<file path="src/rtl/peak_hold_cmp.sv">
// peak_hold_cmp: windowed peak tracker with a registered sample-vs-threshold
// compare and a hysteresis alarm driven by consecutive over-threshold window
// peaks. SIGNED selects two's-complement or unsigned ordering for every compare.
module peak_hold_cmp #(
    parameter int SIG_WIDTH = 7,
    parameter int WIN_LEN   = 16,
    parameter int SIGNED    = 0,
    parameter int HOLD_CNT  = 3
) (
    input  logic                 clk,
    input  logic                 rst,
    input  logic                 x_valid,
    input  logic [SIG_WIDTH-1:0] x,
    input  logic [SIG_WIDTH-1:0] thr_hi,
    input  logic [SIG_WIDTH-1:0] thr_lo,
    output logic                 x_grtr_thr,
    output logic                 peak_valid,
    output logic [SIG_WIDTH-1:0] peak,
    output logic                 alarm
);

    localparam int CNT_W = $clog2(WIN_LEN);
    localparam int HIT_W = $clog2(HOLD_CNT + 1);
    localparam logic [CNT_W-1:0] LAST_CNT = CNT_W'(WIN_LEN - 1);
    localparam logic [HIT_W-1:0] HOLD_MAX = HIT_W'(HOLD_CNT);

    typedef enum logic [1:0] {
        IDLE   = 2'd0,
        ARMING = 2'd1,
        ALARM  = 2'd2
    } state_t;

    // Strict greater-than in the configured number format; one extra bit
    // lets both modes share a single signed compare.
    function automatic logic gt(input logic [SIG_WIDTH-1:0] a,
                                input logic [SIG_WIDTH-1:0] b);
        logic signed [SIG_WIDTH:0] sa;
        logic signed [SIG_WIDTH:0] sb;
        if (SIGNED != 0) begin
            sa = {a[SIG_WIDTH-1], a};
            sb = {b[SIG_WIDTH-1], b};
        end else begin
            sa = {1'b0, a};
            sb = {1'b0, b};
        end
        return sa > sb;
    endfunction

    logic [CNT_W-1:0]     cnt;
    logic [SIG_WIDTH-1:0] run_max;
    logic [HIT_W-1:0]     hits;
    logic [HIT_W-1:0]     hits_nxt;
    state_t               state;
    state_t               state_nxt;

    logic                 close_p0;
    logic                 first_p0;
    logic [SIG_WIDTH-1:0] win_max_p0;
    logic                 peak_hi_p0;
    logic                 peak_lo_p0;

    // Stage 0: window position and the maximum including the current sample
    always_comb begin
        close_p0   = x_valid && (cnt == LAST_CNT);
        first_p0   = (cnt == '0);
        win_max_p0 = gt(x, run_max) ? x : run_max;
        peak_hi_p0 = gt(win_max_p0, thr_hi);
        peak_lo_p0 = gt(thr_lo, win_max_p0);
    end

    // Window counter, running maximum, peak capture and sample compare
    always_ff @(posedge clk or posedge rst) begin
        if (rst) begin
            cnt        <= '0;
            run_max    <= '0;
            peak       <= '0;
            peak_valid <= 1'b0;
            x_grtr_thr <= 1'b0;
        end else begin
            peak_valid <= close_p0;
            if (x_valid) begin
                cnt        <= close_p0 ? '0 : cnt + CNT_W'(1);
                run_max    <= first_p0 ? x : win_max_p0;
                x_grtr_thr <= gt(x, thr_hi);
            end
            if (close_p0) begin
                peak <= win_max_p0;
            end
        end
    end

    // Alarm state and hit counter register
    always_ff @(posedge clk or posedge rst) begin
        if (rst) begin
            state <= IDLE;
            hits  <= '0;
        end else begin
            state <= state_nxt;
            hits  <= hits_nxt;
        end
    end

    // Alarm next-state: only a closing window can move the FSM
    always_comb begin
        state_nxt = state;
        hits_nxt  = hits;
        if (close_p0) begin
            case (state)
                IDLE: begin
                    if (peak_hi_p0) begin
                        if (HOLD_CNT == 1) begin
                            hits_nxt  = HOLD_MAX;
                            state_nxt = ALARM;
                        end else begin
                            hits_nxt  = HIT_W'(1);
                            state_nxt = ARMING;
                        end
                    end
                end
                ARMING: begin
                    if (peak_hi_p0) begin
                        hits_nxt = (hits >= HOLD_MAX) ? HOLD_MAX : hits + HIT_W'(1);
                        if (hits_nxt == HOLD_MAX) begin
                            state_nxt = ALARM;
                        end
                    end else begin
                        hits_nxt  = '0;
                        state_nxt = IDLE;
                    end
                end
                ALARM: begin
                    if (peak_lo_p0) begin
                        hits_nxt  = '0;
                        state_nxt = IDLE;
                    end
                end
                default: begin
                    hits_nxt  = '0;
                    state_nxt = IDLE;
                end
            endcase
        end
    end

    assign alarm = (state == ALARM);

endmodule

</file>
<file path="config.mk">
export PLATFORM = sky130hd
export DESIGN_NAME = peak_hold_cmp
export DESIGN_NICKNAME = d
export VERILOG_FILES = /design/src/rtl/peak_hold_cmp.sv
export SDC_FILE = /design/constraint.sdc
export NUM_CORES = 1
export LEC_CHECK = 0
export BUFFER_PORTS_ARGS = -buffer_cell sky130_fd_sc_hd__buf_2
export CORE_UTILIZATION = 55
export CTS_BUF_LIST = sky130_fd_sc_hd__clkbuf_4 sky130_fd_sc_hd__clkbuf_8 sky130_fd_sc_hd__clkbuf_16
export DETAILED_ROUTE_END_ITERATION = 12
export HOLD_SLACK_MARGIN = 0.08
export PLACE_DENSITY = 0.81
export RECOVER_POWER = 25
export SLEW_MARGIN = 10
export SYNTH_ARGS = -nofsm -noshare
export SYNTH_HDL_FRONTEND = slang
export SYNTH_SLANG_ARGS = --single-unit
</file>
<file path="constraint.sdc">
create_clock -name clk -period 5.96 [get_ports clk]
set_clock_uncertainty 0.1 [all_clocks]
set_input_delay 0.596 -clock clk [delete_from_list [all_inputs] [get_ports clk]]
set_output_delay 0.596 -clock clk [all_outputs]
set_load 0.05 [all_outputs]
</file>
# Word level (Yosys, flattened, before mapping)
# Cells that the tools add are included.
dict set report totals {
  regBits 24
  wordCells 39
}
dict set report classes {
  add_sub_neg 2
  magnitude_cmp 5
  eq_ne 7
  muxes 13
  n_reduce_logical 5
}
# cell n
set ops {}
lappend ops {{$gt 7x7->1} 3}
lappend ops {{$mux 8} 2}
lappend ops {{$mux 7} 2}
lappend ops {{$mux 2} 6}
lappend ops {{$pmux 2 s3} 2}
lappend ops {{$gt 8x8->1} 1}
lappend ops {{$add 4x1->4 const B} 1}
lappend ops {{$eq 2x2->1 const B} 2}
lappend ops {{$eq 4x4->1 const B} 1}
lappend ops {{$logic_not 4->1} 1}
lappend ops {{$mux 4} 1}
lappend ops {{$reduce_and 4->1} 1}
lappend ops {{$ne 3x3->1 const B} 1}
lappend ops {{$reduce_and 3->1} 1}
lappend ops {{$add 2x1->2 const B} 1}
lappend ops {{$eq 2x1->1 const B} 1}
lappend ops {{$ge 2x2->1 const B} 1}
lappend ops {{$logic_not 2->1} 1}
lappend ops {{$ne 2x1->1 const B} 1}
lappend ops {{$ne 2x2->1 const B} 1}
lappend ops {{$logic_and 1x1->1} 1}

# Logic depth before layout (Yosys ltp)
dict set report logic_depth {
  ltp_word 6
  mapped_depth 17
  depth_no_buf 17
}

# Worst setup path before layout
# No wires, ideal clock.
dict set report synth_path {
  path_type {input-to-reg}
  start {input port x[4]}
  end {register hits[0]}
  setup_time_ns 0.095
  arrival_time_ns 3.753
  slack_ns 2.011
  path_stages 15
  n_path_buf 0
  cell_sequence {ha_1 -> a211oi_2 -> nor2_1 -> o31ai_4 -> mux2i_1 -> inv_1 -> ha_1 -> a21o_1 -> a21oi_1 -> or3_1 -> or3b_1 -> a41oi_1 -> nand2_1 -> mux2i_1 -> o31ai_1}
}
dict set report synth_between {
  elab_chain_len 5
}
# item line_no
set synth_lines {}
lappend synth_lines {{start: declaration} 13} ;# input logic [SIG_WIDTH-1:0] x,
lappend synth_lines {{$gt 7x7->1 (*)} 46} ;# return sa > sb;
lappend synth_lines {{$mux 7 (*)} 66} ;# win_max_p0 = gt(x, run_max) ? x : run_max;
lappend synth_lines {{net win_max_p0[1]} 58} ;# logic [SIG_WIDTH-1:0] win_max_p0;
lappend synth_lines {{$gt 7x7->1} 46}
lappend synth_lines {{$mux 2 (tied with other cells)} 121} ;# if (peak_hi_p0) begin
lappend synth_lines {{$pmux 2 s3 / $reduce_and 3->1 (equally long branches)} n/a}
lappend synth_lines {{end signal: assignment} 99} ;# hits <= hits_nxt;
lappend synth_lines {{end: declaration} 51} ;# logic [HIT_W-1:0] hits;
# The timed path passes the listed nets; every way through them passes the cells marked *.
# A chain may end at the register's enable or synchronous reset.

# Final worst setup path
dict set report layout_path {
  start {register run_max[5]}
  end {register hits[0]}
}
dict set report layout_between {
  elab_chain_len 5
}
# item line_no
set layout_lines {}
lappend layout_lines {{start: declaration} 50} ;# logic [SIG_WIDTH-1:0] run_max;
lappend layout_lines {{start signal: assignment} 83} ;# run_max <= first_p0 ? x : win_max_p0;
lappend layout_lines {{$gt 7x7->1 (*)} 46}
lappend layout_lines {{$mux 7 (*)} 66}
lappend layout_lines {{net win_max_p0[1]} 58}
lappend layout_lines {{$gt 7x7->1} 46}
lappend layout_lines {{$mux 2 (tied with other cells)} 121}
lappend layout_lines {{$pmux 2 s3 / $reduce_and 3->1 (equally long branches)} n/a}
# Marked as above.

==> results.md <==
* Final ANT Viol Nets at 0
* HP Class: in -> async
* Status: finished, final reports clean
* LEAKAGE at 0.00112 uW
* Mapped Avg Cell Area at 9.09 um^2
* Yosys warnings at 0
* Cells after synthesis at 208
* PwrDens at 443 nW/um^2
* Critical path capture point type: flip-flop
* # diodes at 0
* Ys async rst share at 1.00
* Post-synth EDFFs at 0
* Commonest non-fill, non-tap cells in the layout: buf_2, inv_1, ha_1, dfrtp_1
* Area growth, synth to finish at 12.4%
* I/O pin count at 34
* Largest net degree at the start of global routing at 25
* Site Rows at 20
* FF+latch count, synth at 24
* Met3 wire length at 171 um
* First-pass GRT wire length at 6.60 mm
* DR iter-0 viols at 80
* Hold bufs inserted after CTS at 0
* Clk sink count at 24
* CP startpoint: run_max[5]$_DFFE_PP0P_
* Met2 Wirelength at 1.85 mm
* Clk pin slew, worst setup/hold paths at 0.13 ns
* FMAX at 232 MHz
* R2R Path Start: run_max[5]$_DFFE_PP0P_
* Routed len/inst at 14.3 um
* Min Hold Slack at 0.362 ns
* Synth area leaders: dfrtp_1, ha_1, inv_1
* H-tree depth at 1
* Maximum VDD drop at 0.000197 V
* Initial core utilization at 0.600
* Final Hold Viols at 0
* Finished Cell Area at 2130 um^2
* CTS Buffer Depth at 2
* Minimum clock period at 4.30 ns
* I/O Buffers at 33
* Root buffer cell: clkbuf_4
* Gr usage total at 0.243
* Largest delay contributor family on the critical path: compound AO/OA/AOI/OAI gates
* Congestion Overflow GR at 0
* Max-slew violations at 0
* RSZ-0062 raised after global routing: false
* Max layer used: met4
* Seq/Total Area, Yosys at 0.318
* Die height at 60.6 um
* CP required at 6.08 ns
* CP max stage cell: o31ai_4
* Vias at 1624
* Initial antenna violation count at 0
* DRC at 0
* Crit start category: flip-flop
* M1 WL at 2.03 mm
* Worst path max stage delay at 0.48 ns
* Die X at 60.6 um
* Buffers & Inverters on Critical Path at 2
* CTS Buf Count at 3
* CP Data Arrival Time at 4.42 ns
* WL final at 4.09 mm
* Core Region at 3150 um^2
* Fill cell count at 280
* Nets at 294
* Yosys top cell area share at 0.318
* Share of post-route cells with drive strength above 1 at 0.202
* Setup Viol. Count Final at 0
* Placer Congestion at 0.856
* Setup_tns at 0 ns
* Cell Area, Synth at 1890 um^2
* Clock latency on the worst-skew pair at 0.31 ns
* Number of global-route vias before repair at 1487
* Fin crit share at 0.722
* Syn nets at 258
* CTS tree: done
* Post-CTS setup buffer count at 0
* Netlist cell types at 46
* WS Path Type: reg -> reg
* Max_cap viols at 0
* CP Cell Sequence: inv_1 -> ha_1 -> o21ai_0 -> nor2_1 -> o31ai_4 -> mux2i_1 -> inv_1 -> ha_1 -> a21o_1 -> a21oi_1 -> or3_1 -> or3b_1 -> a32oi_1 -> nand2_1 -> mux2i_1 -> o31ai_1
* Routed vias/inst at 5.68
* Post-CTS resize count at 0
* Slew @ Worst Pin at 0.906 ns
* Placed Area at 2100 um^2
* Rel. slew slack at 0.396
* Die area at 3680 um^2
* Synth area leader: dfrtp_1
* Largest fanout on the critical path at 9
* DR pass1 iterations at 4
* Commonest non-fill, non-tap cell in the layout: buf_2
* Primary FF master, synth: dfrtp_1
* Dpl hpwl at 3.25 mm
## logic make-up (layout without fill, tap and decap cells)
logic type / Yosys count / in the layout / share of synthesized area
and+or+nand+nor: 59 / 59 / 0.175
AOI/OAI and AO/OA: 51 / 51 / 0.189
buffers and inverters: 33 / 67 / 0.0655
adders and majority gates: 26 / 26 / 0.172
DFF: 24 / 24 / 0.318
muxes: 12 / 12 / 0.0662
xor gates and xnor gates: 3 / 3 / 0.0139
## cell usage after synthesis, types with 2 or more instances
cell type,number
nand3_1,5
dfrtp_1,24
mux2i_1,8
nand2b_1,2
a21oi_1,7
mux2_2,4
and4_1,2
clkbuf_1,2
o211ai_1,3
and2_1,3
or3b_1,2
nand3b_1,3
nand2_1,20
ha_1,26
inv_1,31
o21ai_1,2
a21o_1,4
o22ai_1,2
nor2_1,4
o21ai_0,20
xnor2_1,3
nor2b_1,3
nand4_1,5
## cell type report
cell class | count | area [um^2] | area share
Multi-Input combinational cell | 151 | 1170 | 0.549
Sequential cell | 24 | 601 | 0.283
Timing Repair Buffer | 33 | 165 | 0.0777
Inverter | 31 | 116 | 0.0547
Tap cell | 44 | 55.1 | 0.0259
Clock buffer | 3 | 22.5 | 0.0106
## stage by stage
stage,utilization,worst slack [ns],std cells,power [uW]
4_1_cts,0.674,1.76,286,939
3_5_place_dp,0.667,1.49,283,866
5_1_grt,0.674,1.37,286,1030
2_1_floorplan,-,2.01,208,735
6_report,0.674,1.66,286,942
3_3_place_gp,0.667,1.62,283,849
## sequential cells by signal, summed over array words and instances (netlist names)
register / cells
peak_valid: 1
cnt: 4
x_grtr_thr: 1
state: 2
run_max: 7
hits: 2
peak: 7
## final timing paths
kind,end,slack [ns],cells past startpoint
worst max register to register,hits[0]$_DFFE_PP0P_,1.66,16
worst min-delay path,peak[2]$_DFFE_PP0P_,0.36,2
worst max-delay path,hits[0]$_DFFE_PP0P_,1.66,16
min in group clk,peak[4]$_DFFE_PP0P_,0.40,2
max in group asynchronous,cnt[2]$_DFFE_PP0P_,4.85,2
worst min register to register,peak[4]$_DFFE_PP0P_,0.40,2
## per-layer routing
layer	vias to the layer above	track usage
li1	812	-
met1	752	0.341
met2	56	0.403
met3	4	0.0171
met4	0	0.0714
met5	-	0
## report_power, final
| group | leakage, uW | switching (uW) | internal, uW |
|---|---|---|---|
| Sequential | 0.000298 | 46.9 | 221 |
| Combinational | 0.000810 | 367 | 236 |
| Clock | 0.0000138 | 46.6 | 23.6 |
| Total | 0.00112 | 461 | 481 |
Power figures use the tool's default switching activity.
